**config.mk**
```make
export PLATFORM = sky130hd
export DESIGN_NAME = ccff_stream_loader
export DESIGN_NICKNAME = d
export VERILOG_FILES = /design/src/rtl/ccff_stream_loader.sv
export SDC_FILE = /design/constraint.sdc
export NUM_CORES = 1
export LEC_CHECK = 0
export BUFFER_PORTS_ARGS = -buffer_cell sky130_fd_sc_hd__buf_2
export CORE_UTILIZATION = 30
export DETAILED_ROUTE_END_ITERATION = 8
export PLACE_DENSITY = 0.51
export SLEW_MARGIN = 20
export SYNTH_ARGS = -nofsm -noshare
export SYNTH_HDL_FRONTEND = slang
export SYNTH_SLANG_ARGS = --single-unit
```
**constraint.sdc**
```tcl
create_clock -name prog_clk -period 2.5 [get_ports prog_clk]
set_input_delay 0.125 -clock prog_clk [delete_from_list [all_inputs] [get_ports prog_clk]]
set_output_delay 0.125 -clock prog_clk [all_outputs]
set_load 0.05 [all_outputs]
```
**src/rtl/ccff_stream_loader.sv**
```systemverilog
// Configuration-chain driver: takes host bitstream words over valid/ready and shifts
// them MSB-first onto ccff_head, with an optional read-back verify pass on ccff_tail.
module ccff_stream_loader #(
   parameter int WORD_W    = 32,
   parameter int CHAIN_LEN = 1024,
   parameter int CNT_W     = 16
) (
   input  logic              prog_clk,
   input  logic              prog_reset,
   input  logic              cfg_start,
   input  logic              cfg_verify,
   input  logic              cfg_abort,
   input  logic [WORD_W-1:0] cfg_word_data,
   input  logic              cfg_word_valid,
   output logic              cfg_word_ready,
   output logic              ccff_head,
   output logic              ccff_clk_en,
   input  logic              ccff_tail,
   output logic              cfg_busy,
   output logic              cfg_done,
   output logic              cfg_error,
   output logic [CNT_W-1:0]  cfg_bit_cnt,
   output logic [1:0]        dbg_state
);

   // Host port: a word transfers on a rising edge where cfg_word_valid and
   // cfg_word_ready are both 1; ready depends only on registered state, and the
   // host must hold data stable while valid is high and ready is low.

   typedef enum logic [1:0] {
      S_IDLE  = 2'd0,
      S_LOAD  = 2'd1,
      S_SHIFT = 2'd2,
      S_DONE  = 2'd3
   } state_t;

   localparam logic [CNT_W-1:0] CHAIN_LEN_C = CNT_W'(CHAIN_LEN);
   localparam logic [CNT_W-1:0] WORD_W_C    = CNT_W'(WORD_W);
   localparam logic [CNT_W-1:0] CNT_ONE     = CNT_W'(1);

   state_t            state_q, state_d;
   logic [WORD_W-1:0] shreg_q, shreg_d;
   logic [CNT_W-1:0]  cnt_q, cnt_d;
   logic [CNT_W-1:0]  bits_left_q, bits_left_d;
   logic              pass_q, pass_d;
   logic              verify_q, verify_d;
   logic              done_q, done_d;
   logic              error_q, error_d;

   logic [CNT_W-1:0]  remaining;
   logic [CNT_W-1:0]  cnt_inc;

   always_ff @(posedge prog_clk or posedge prog_reset) begin
      if (prog_reset) begin
         state_q <= S_IDLE;
      end else begin
         state_q <= state_d;
      end
   end

   always_ff @(posedge prog_clk or posedge prog_reset) begin
      if (prog_reset) begin
         shreg_q     <= '0;
         cnt_q       <= '0;
         bits_left_q <= '0;
         pass_q      <= 1'b0;
         verify_q    <= 1'b0;
         done_q      <= 1'b0;
         error_q     <= 1'b0;
      end else begin
         shreg_q     <= shreg_d;
         cnt_q       <= cnt_d;
         bits_left_q <= bits_left_d;
         pass_q      <= pass_d;
         verify_q    <= verify_d;
         done_q      <= done_d;
         error_q     <= error_d;
      end
   end

   always_comb begin
      state_d     = state_q;
      shreg_d     = shreg_q;
      cnt_d       = cnt_q;
      bits_left_d = bits_left_q;
      pass_d      = pass_q;
      verify_d    = verify_q;
      done_d      = done_q;
      error_d     = error_q;
      remaining   = CHAIN_LEN_C - cnt_q;
      cnt_inc     = cnt_q + CNT_ONE;

      // Abort freezes every register except the state, so done is not set and error holds.
      if (cfg_abort) begin
         state_d = S_IDLE;
      end else begin
         case (state_q)
            S_IDLE, S_DONE: begin
               if (cfg_start) begin
                  state_d  = S_LOAD;
                  cnt_d    = '0;
                  pass_d   = 1'b0;
                  done_d   = 1'b0;
                  error_d  = 1'b0;
                  verify_d = cfg_verify;
               end
            end
            S_LOAD: begin
               if (cfg_word_valid) begin
                  shreg_d     = cfg_word_data;
                  bits_left_d = (remaining < WORD_W_C) ? remaining : WORD_W_C;
                  state_d     = S_SHIFT;
               end
            end
            S_SHIFT: begin
               shreg_d     = shreg_q << 1;
               cnt_d       = cnt_inc;
               bits_left_d = bits_left_q - CNT_ONE;
               // On the verify pass the chain end must replay what the load pass sent.
               if (pass_q && (ccff_tail != shreg_q[WORD_W-1])) begin
                  error_d = 1'b1;
               end
               if (bits_left_q == CNT_ONE) begin
                  if (cnt_inc < CHAIN_LEN_C) begin
                     state_d = S_LOAD;
                  end else if (verify_q && !pass_q) begin
                     pass_d  = 1'b1;
                     cnt_d   = '0;
                     state_d = S_LOAD;
                  end else begin
                     done_d  = 1'b1;
                     state_d = S_DONE;
                  end
               end
            end
            default: state_d = S_IDLE;
         endcase
      end
   end

   // Outputs decode registered state only; nothing passes combinationally from inputs.
   assign cfg_word_ready = (state_q == S_LOAD);
   assign ccff_clk_en    = (state_q == S_SHIFT);
   assign ccff_head      = (state_q == S_SHIFT) && shreg_q[WORD_W-1];
   assign cfg_busy       = (state_q == S_LOAD) || (state_q == S_SHIFT);
   assign cfg_done       = done_q;
   assign cfg_error      = error_q;
   assign cfg_bit_cnt    = cnt_q;
   assign dbg_state      = state_q;

endmodule

```
==> PnR_summary.wiki, run 1 <==
{| class="wikitable"
! Metric !! Value
|-
| Status || completed
|-
| Arrival time worst endpoint || 2.73 ns
|-
| Largest net degree at the start of global routing || 65
|-
| Reported leakage power || 2.38 nW
|-
| CTS Root Buffer Type || sky130_fd_sc_hd__clkbuf_16
|-
| Skew final || approximately 0.0094 ns
|-
| Die ar. || between 10000 and 15000 um^2
|-
| Instance area after placement || about 5000 um^2
|-
| Proportion of total power due to net switching || 0.368
|-
| Total met2 wirelength after detailed routing || between 5000 and 6000 um
|-
| Overall Global Routing Usage || 0.167
|-
| Type of the worst min-delay path || input port to flip-flop
|-
| Top cell by count, worst path || sky130_fd_sc_hd__buf_4
|-
| Psw || 0.00162 W
|-
| Critical path startpoint category || flip-flop
|-
| Biggest area contributors in the synthesized netlist || sky130_fd_sc_hd__dfrtp_1, sky130_fd_sc_hd__mux2i_1, sky130_fd_sc_hd__o21ai_0
|-
| Slew HR || 0.661
|-
| Worst-skew pair later-pin latency || 0.34 ns
|-
| PwrDens || 798 nW/um^2
|-
| Top Metal Used || met4
|-
| Start-to-end type of the worst setup path || flip-flop to flip-flop
|-
| Detailed-placement wirelength estimate || around 8400 um
|-
| Critical-path cell list || buf_4 -> or3_4 -> buf_4 -> nor4b_4 -> o21a_1 -> o21ai_1 -> a2111oi_4 -> buf_4 -> a41o_1
|-
| Critical Path Slowest Stage Cell || sky130_fd_sc_hd__dfrtp_2
|-
| Fraction of power consumed by the clock network || 0.271
|-
| Final min period || 2.46 ns
|-
| Mean instance size in the synthesized netlist || 8.70 um^2
|-
| Standard-cell rows || 42
|-
| Synthesis-to-finish area growth || 31.7%
|-
| Clock sink count || 70
|-
| Number of flops mapped to enable cells by yosys || 0
|-
| Number of library cell types mapped by synthesis || 58
|-
| Final setup fails || 0
|-
| Share of the synthesized area in the top cell type || 0.418
|-
| Highest ir drop seen on vdd || 0.420 mV
|-
| Nets in the synthesized netlist || 527
|-
| Largest stage delay on the critical path || 0.42 ns
|-
| Share of power burned in combinational logic || 0.349
|-
| Number of maximum-capacitance violations || 0
|-
| Placer Congestion || 0.857
|-
| Netlist area before placement || around 4200 um^2
|-
| Number of hold-slack violations in the final timing report || 0
|-
| CTS buffer count || 9
|-
| Required time of the critical path || 2.77 ns
|-
| Kind of end point of the critical path || flip-flop
|-
| Transition at the pin with the smallest max-transition slack || 0.508 ns
|-
| Met3 routed wirelength || around 650 um
|-
| Net total in the final layout || 629
|-
| Port-buffer cells || 62
|-
| Global-route wire length before repair || roughly 19000 um
|-
| Yosys warning total || 0
|-
| Horizontal extent of the die || 120 um
|-
| Achievable Freq || between 400 and 500 MHz
|-
| Via count of the first global-routing pass || 3901
|-
| Proportion of synthesized chip area in sequential cells || 0.418
|-
| Total wirelength of the detailed-routed design || 11600 um
|-
| Crit Path Max Fanout || 8
|-
| Sum of routed wire segments on met1 || 5240 um
|-
| ANT nets after route || 0
|-
| Initial antenna violation count || 0
|-
| Placed Cells || 737
|-
| Async set-reset flop share out of synthesis || 1.00
|-
| Non-filler cells, final || between 700 and 800
|-
| Antenna diodes || 0
|-
| Number of buffers on the longest clock path || 2
|-
| Number of remaining DRC errors || 0
|-
| Gate count after technology mapping || between 400 and 500
|-
| Clock H-tree levels || 3
|-
| Number of pins exceeding their max-slew limit in the final report || 0
|-
| Top cell type by total area after synthesis || sky130_fd_sc_hd__dfrtp_1
|-
| Portion of total power attributed to sequential cells || 0.380
|-
| Total grt overflow || 0
|-
| Share of the clock period used by the worst path after layout || 0.982
|-
| Core Footprint || 13500 um^2
|-
| Register clock-pin slew on the reported worst setup and hold paths || 0.06 ns
|-
| Number of synthesized register bits || 70
|-
| Number of vias in the routed layout || 3969
|-
| Die H || 120 um
|-
| Cell-internal power || between 0.002 and 0.003 W
|-
| Post-layout instance area || around 5500 um^2
|-
| Fill cell count || 1379
|-
| Number of vias per cell || 5.19
|-
| Starting utilization of the core area || 0.312
|-
| Clock tree from TritonCTS || built
|-
| Wire per inst || 15.1 um
|-
| Number of optimization iterations in the first detailed-route pass || 4
|-
| Top flip-flop cell by instance count after synthesis || sky130_fd_sc_hd__dfrtp_1
|-
| Fraction of layout cells with a size suffix above 1 || 0.311
|-
| Setup repair after global routing missed its margin || yes
|-
| I/O pin count || 63
|-
| Detailed router's first-iteration violation count || 155
|}
==> cells in the mapped netlist (6+ instances only) <==
cell,instances
sky130_fd_sc_hd__clkbuf_1,18
sky130_fd_sc_hd__dfrtp_1,70
sky130_fd_sc_hd__nand3_1,13
sky130_fd_sc_hd__nand2_1,73
sky130_fd_sc_hd__nor2b_1,8
sky130_fd_sc_hd__inv_1,16
sky130_fd_sc_hd__buf_1,6
sky130_fd_sc_hd__o21ai_0,59
sky130_fd_sc_hd__mux2i_1,34
sky130_fd_sc_hd__nor4_1,6
sky130_fd_sc_hd__a21oi_1,20
sky130_fd_sc_hd__ha_1,6
sky130_fd_sc_hd__a31oi_1,11
sky130_fd_sc_hd__or3_1,11
sky130_fd_sc_hd__nand4_1,8
sky130_fd_sc_hd__nor2_1,24
sky130_fd_sc_hd__nor3_1,21
==> timing repair <==
item                                    in CTS  in global routing
hold buffers                                 1                  0
endpoints found under the setup margin      18                 23
buffers inserted                             1                  9
cloned                                       0                  1
gates resized for setup                      7                 19
pin swaps                                    3                 10
hold endpoints to repair                    15                  0
==> layer usage <==
layer	global-route usage	up-vias
met4	0.0694	0
li1	-	1942
met5	0	-
met3	0.0481	24
met2	0.267	103
met1	0.210	1900
==> power groups by stage <==
stage | combinational, W | clock, W | sequential [W]
floorplan | 0.00103 | 0 | 0.00167
global placement | 0.00144 | 0 | 0.00167
detailed placement | 0.00148 | 0 | 0.00169
CTS | 0.00152 | 0.00123 | 0.00167
global route | 0.00174 | 0.00127 | 0.00172
finish | 0.00154 | 0.00120 | 0.00167
==> critical path, delay by kind of cell, from the launching register on <==
family / cells / cell delay, ns
compound gates: 4 / 0.77
buf+inv: 3 / 0.52
flops: 1 / 0.42
simple gates: 2 / 0.68
==> registers in the layout (all words and copies together), names as in the netlist <==
| name | flops |
|---|---|
| shreg_q | 32 |
| bits_left_q | 16 |
| cfg_bit_cnt | 16 |
| dbg_state | 2 |
| cfg_done | 1 |
| cfg_error | 1 |
| pass_q | 1 |
| verify_q | 1 |
==> cell families after synthesis <==
logic type | share of synthesized area
XOR/XNOR | 0.0104
AO/OA/AOI/OAI | 0.192
buffers and inverters | 0.0501
multiplexers | 0.0865
flip-flops | 0.418
AND/OR/NAND/NOR | 0.225
adder cells (fa/ha/maj) | 0.0179
==> stage by stage <==
stage | TNS (ns) | total power [W] | worst slack [ns] | hold slack, ns | util
floorplan | 0 | 0.00270 | 0.0104 | 0.270 | -
global placement | -0.881 | 0.00311 | -0.0965 | 0.112 | 0.371
detailed placement | -1.16 | 0.00317 | -0.121 | 0.117 | 0.371
CTS | 0 | 0.00442 | 0.00319 | 0.00957 | 0.396
global route | -0.674 | 0.00473 | -0.0660 | 0.0158 | 0.410
finish | 0 | 0.00441 | 0.0440 | 0.0202 | 0.410
==> cell usage in the layout (no fill, tap or decap), types with 3 or more instances in the layout <==
| master | count |
|---|---|
| sky130_fd_sc_hd__buf_2 | 62 |
| sky130_fd_sc_hd__a31oi_1 | 11 |
| sky130_fd_sc_hd__o31ai_1 | 4 |
| sky130_fd_sc_hd__nor4_1 | 4 |
| sky130_fd_sc_hd__nand2_1 | 72 |
| sky130_fd_sc_hd__xor2_1 | 4 |
| sky130_fd_sc_hd__a21oi_1 | 20 |
| sky130_fd_sc_hd__o21ai_0 | 57 |
| sky130_fd_sc_hd__nand2b_1 | 4 |
| sky130_fd_sc_hd__a311oi_4 | 3 |
| sky130_fd_sc_hd__ha_1 | 3 |
| sky130_fd_sc_hd__o211ai_1 | 3 |
| sky130_fd_sc_hd__dfrtp_1 | 61 |
| sky130_fd_sc_hd__buf_4 | 61 |
| sky130_fd_sc_hd__dfrtp_2 | 9 |
| sky130_fd_sc_hd__a21o_1 | 3 |
| sky130_fd_sc_hd__nand4_1 | 8 |
| sky130_fd_sc_hd__clkbuf_16 | 9 |
| sky130_fd_sc_hd__nor2b_1 | 8 |
| sky130_fd_sc_hd__or3_4 | 4 |
| sky130_fd_sc_hd__o21ai_1 | 3 |
| sky130_fd_sc_hd__nand3b_1 | 3 |
| sky130_fd_sc_hd__mux2i_1 | 33 |
| sky130_fd_sc_hd__nor3_1 | 19 |
| sky130_fd_sc_hd__nor2_1 | 24 |
| sky130_fd_sc_hd__or3_1 | 7 |
| sky130_fd_sc_hd__inv_1 | 15 |
| sky130_fd_sc_hd__nand3_1 | 13 |
| sky130_fd_sc_hd__ha_2 | 3 |
| sky130_fd_sc_hd__nor3_2 | 3 |
==> cell type report <==
type                       instances  area [um^2]  area share
timing repair buffer             124          778       0.141
multi-input combinational        363         2420       0.439
clock inverter                     5         33.8     0.00612
tap                              176          220      0.0399
clock buffer                      11          243      0.0440
inverter                          16         60.1      0.0109
sequential                        70         1760       0.319
==> final timing paths <==
kind	startpoint	endpoint	slack [ns]	depth (start not counted)
min	cfg_verify	verify_q$_DFFE_PP0P_	0.02	2
max reg2reg	cfg_bit_cnt[6]$_DFFE_PP0P_	bits_left_q[1]$_DFFE_PP0P_	0.04	9
min in group asynchronous	prog_reset	shreg_q[16]$_DFFE_PP0P_	0.30	3
min reg2reg	shreg_q[26]$_DFFE_PP0P_	shreg_q[26]$_DFFE_PP0P_	0.48	2
max in group asynchronous	prog_reset	cfg_bit_cnt[6]$_DFFE_PP0P_	1.35	4
max	cfg_bit_cnt[6]$_DFFE_PP0P_	bits_left_q[1]$_DFFE_PP0P_	0.04	9
Note: power is estimated with default switching activity, not from simulation.
==> run 2: changes to the inputs <==
--- a/config.mk
+++ b/config.mk
@@ -7,8 +7,9 @@
 export LEC_CHECK = 0
 export BUFFER_PORTS_ARGS = -buffer_cell sky130_fd_sc_hd__buf_2
 export CORE_UTILIZATION = 30
+export CTS_CLUSTER_SIZE = 20
 export DETAILED_ROUTE_END_ITERATION = 8
-export PLACE_DENSITY = 0.51
+export PLACE_DENSITY = 0.49
 export SLEW_MARGIN = 20
 export SYNTH_ARGS = -nofsm -noshare
 export SYNTH_HDL_FRONTEND = slang
==> constraint.sdc (replaced) <==
create_clock -name prog_clk -period 3.1 [get_ports prog_clk]
set_input_delay 0.155 -clock prog_clk [delete_from_list [all_inputs] [get_ports prog_clk]]
set_output_delay 0.155 -clock prog_clk [all_outputs]
set_load 0.05 [all_outputs]
==> PnR_summary.wiki, run 2 (synthesis gave the netlist of run 1 again) <==
{| class="wikitable"
! Metric !! Value
|-
| Initial antenna violation count || 0 (unchanged)
|-
| Setup repair after global routing missed its margin || no
|-
| Synthesis-to-finish area growth || 19.2%
|-
| Fraction of layout cells with a size suffix above 1 || 0.198 (-0.113)
|-
| Setup Buffers After CTS || 0 (-1)
|-
| Resized cells post-CTS || 0 (-7)
|-
| Met1 layer usage reported by global route || 0.206 (-0.00408)
|-
| Minimum setup slack in the final design || 0.282 ns (+0.238 ns)
|-
| Port-buffer cells || 62 (unchanged)
|-
| Skew final || 0.00516 ns (-0.00427 ns)
|-
| Number of flip-flops under the largest register name || 32 (unchanged)
|-
| Post-place setup slack || 0.301 ns (+0.422 ns)
|-
| I/O pin count || 63 (unchanged)
|-
| Required time of the critical path || 3.38 ns (+0.61 ns)
|-
| Number of maximum-capacitance violations || 0 (unchanged)
|-
| Reported leakage power || 2.12 nW (-11%)
|-
| Portion of total power attributed to sequential cells || 0.388 (+0.008)
|-
| Antenna diodes || 0 (unchanged)
|-
| Cell-internal power || 0.00224 W (-19%)
|-
| Proportion of total power due to net switching || 0.361 (-0.00694)
|-
| Total wirelength of the detailed-routed design || 10600 um (-8.3%)
|-
| Total negative setup slack || 0 ns (unchanged)
|-
| Final setup fails || 0 (unchanged)
|-
| ANT nets after route || 0 (unchanged)
|-
| PwrDens || 702 nW/um^2 (-12%)
|-
| Post-layout instance area || 5000 um^2 (-9.5%)
|-
| Start-to-end type of the worst setup path || flip-flop to flip-flop
|-
| Number of vias in the routed layout || 3677 (-7.4%)
|-
| Critical path startpoint category || flip-flop
|-
| Met2 layer usage reported by global route || 0.244 (-0.0230)
|-
| Commonest non-fill, non-tap cell in the layout || sky130_fd_sc_hd__nand2_1
|-
| Horizontal extent of the die || 120 um (unchanged)
|-
| Detailed router's first-iteration violation count || 263 (+70%)
|-
| Met3 Usage GRT || 0.0585 (+0.0104)
|-
| Instance area after placement || 4690 um^2 (-6.0%)
|-
| Number of optimization iterations in the first detailed-route pass || 4 (unchanged)
|-
| CTS Root Buffer Type || sky130_fd_sc_hd__clkbuf_16
|-
| Placer Congestion || 0.825 (-3.8%)
|-
| Net total in the final layout || 580 (-7.8%)
|-
| Number of remaining DRC errors || 0 (unchanged)
|-
| Share of the clock period used by the worst path after layout || 0.909 (-0.0734)
|-
| Arrival time worst endpoint || 3.10 ns (+0.37 ns)
|-
| Detailed-placement wirelength estimate || 7370 um (-12%)
|-
| Number of pins exceeding their max-slew limit in the final report || 0 (unchanged)
|-
| Final min period || 2.82 ns (+0.362 ns)
|-
| Clock sink count || 70 (unchanged)
|-
| CTS hold repair buffers || 1 (unchanged)
|-
| Register containing the most flip-flops in the final layout || shreg_q
|-
| Number of hold-slack violations in the final timing report || 0 (unchanged)
|-
| Wire per inst || 14.8 um (-2.0%)
|-
| Fraction of power consumed by the clock network || 0.302 (+0.031)
|-
| Starting utilization of the core area || 0.312 (unchanged)
|-
| Crit Path Max Fanout || 7 (-1)
|-
| Transition at the pin with the smallest max-transition slack || 0.707 ns (+0.199 ns)
|-
| Number of vias per cell || 5.14 (-1.0%)
|-
| Core Footprint || 13500 um^2 (unchanged)
|-
| Worst-skew pair later-pin latency || 0.34 ns (about the same)
|-
| Type of the worst min-delay path || input port to flip-flop
|-
| Highest ir drop seen on vdd || 0.415 mV (-1.3%)
|-
| Register clock-pin slew on the reported worst setup and hold paths || 0.06 ns (about the same)
|-
| Global-route wire length before repair || 17900 um (-5.7%)
|-
| CTS buffer count || 9 (unchanged)
|-
| Slew HR || 0.528 (-0.133)
|-
| Share of power burned in combinational logic || 0.310 (-0.039)
|-
| Largest net degree at the start of global routing || 77 (+18%)
|-
| Standard-cell rows || 42 (unchanged)
|-
| Achievable Freq || 355 MHz (-13%)
|-
| Kind of end point of the critical path || flip-flop
|-
| Psw || 0.00127 W (-22%)
|-
| Clock tree from TritonCTS || built
|-
| Global routing's busiest layer || met2
|-
| Clock H-tree levels || 3 (unchanged)
|-
| Overall Global Routing Usage || 0.157 (-0.00933)
|-
| Commonest cells after routing, fill and taps aside || sky130_fd_sc_hd__nand2_1, sky130_fd_sc_hd__dfrtp_1, sky130_fd_sc_hd__buf_2
|-
| Via count of the first global-routing pass || 3481 (-11%)
|-
| Total grt overflow || 0 (unchanged)
|-
| Die ar. || 14500 um^2 (unchanged)
|-
| Status || completed
|-
| Die H || 120 um (unchanged)
|-
| Number of buffers on the longest clock path || 2 (unchanged)
|}
## run 2: cell types whose count changed in the layout (fill, tap and decap cells not counted), moves of 3 or more
cell	before	now
sky130_fd_sc_hd__dfrtp_1	61	70
sky130_fd_sc_hd__or3_4	4	1
sky130_fd_sc_hd__or3_1	7	10
sky130_fd_sc_hd__buf_4	61	12
sky130_fd_sc_hd__a311oi_4	3	0
sky130_fd_sc_hd__dfrtp_2	9	0
## run 2: metal layers
metal  vias up  part of all wire
met2        91              0.46
met3        10             0.074
met1      1727              0.46
li1       1849                 -
met5         -                 0
met4         0             0.011
## run 2: critical path: stages, from the launching register on
cell and delay (ns):
sky130_fd_sc_hd__dfrtp_1 0.44, sky130_fd_sc_hd__inv_1 0.12, sky130_fd_sc_hd__ha_1 0.26, sky130_fd_sc_hd__nor4b_4 0.39, sky130_fd_sc_hd__nor4b_1 0.44, sky130_fd_sc_hd__o21a_1 0.23, sky130_fd_sc_hd__o21ai_1 0.11, sky130_fd_sc_hd__a2111oi_4 0.53
sky130_fd_sc_hd__a41o_1 0.23
## run 2: per-stage QoR
| stage | util | hold WS (ns) | total power (W) | instances |
|---|---|---|---|---|
| finish | 0.372 | 0.0424 | 0.00351 | 716 |
| global route | 0.372 | 0.0304 | 0.00378 | 716 |
| CTS | 0.372 | 0.0293 | 0.00356 | 716 |
| detailed placement | 0.348 | 0.151 | 0.00248 | 699 |
| global placement | 0.348 | 0.155 | 0.00245 | 699 |
| floorplan | - | 0.300 | 0.00217 | 482 |
## run 2: layout make-up
class | instances | area, um^2
fill | 1442 | 8450
multi-input combinational | 362 | 2230
sequential | 70 | 1750
timing repair buffer | 76 | 430
clock buffer | 11 | 243
tap | 176 | 220
inverter | 16 | 60.1
clock inverter | 5 | 58.8
## run 2: final timing paths
kind | slack (ns) | startpoint | end | cells past startpoint
max in group asynchronous | 1.74 | prog_reset | cfg_bit_cnt[15]$_DFFE_PP0P_ | 4
worst min-delay path | 0.04 | cfg_verify | verify_q$_DFFE_PP0P_ | 2
worst max-delay path | 0.28 | cfg_bit_cnt[0]$_DFFE_PP0P_ | bits_left_q[1]$_DFFE_PP0P_ | 8
worst min register to register | 0.48 | shreg_q[25]$_DFFE_PP0P_ | shreg_q[25]$_DFFE_PP0P_ | 2
min in group asynchronous | 0.33 | prog_reset | shreg_q[10]$_DFFE_PP0P_ | 3
worst max register to register | 0.28 | cfg_bit_cnt[0]$_DFFE_PP0P_ | bits_left_q[1]$_DFFE_PP0P_ | 8
## run 2: power by group through the flow
stage / clock, W / combinational [W] / sequential [W]
after global routing: 0.00113 / 0.00125 / 0.00140
after floorplan: 0 / 0.000828 / 0.00135
after global placement: 0 / 0.00108 / 0.00137
after CTS: 0.00109 / 0.00111 / 0.00136
final: 0.00106 / 0.00109 / 0.00136
after detailed placement: 0 / 0.00111 / 0.00138
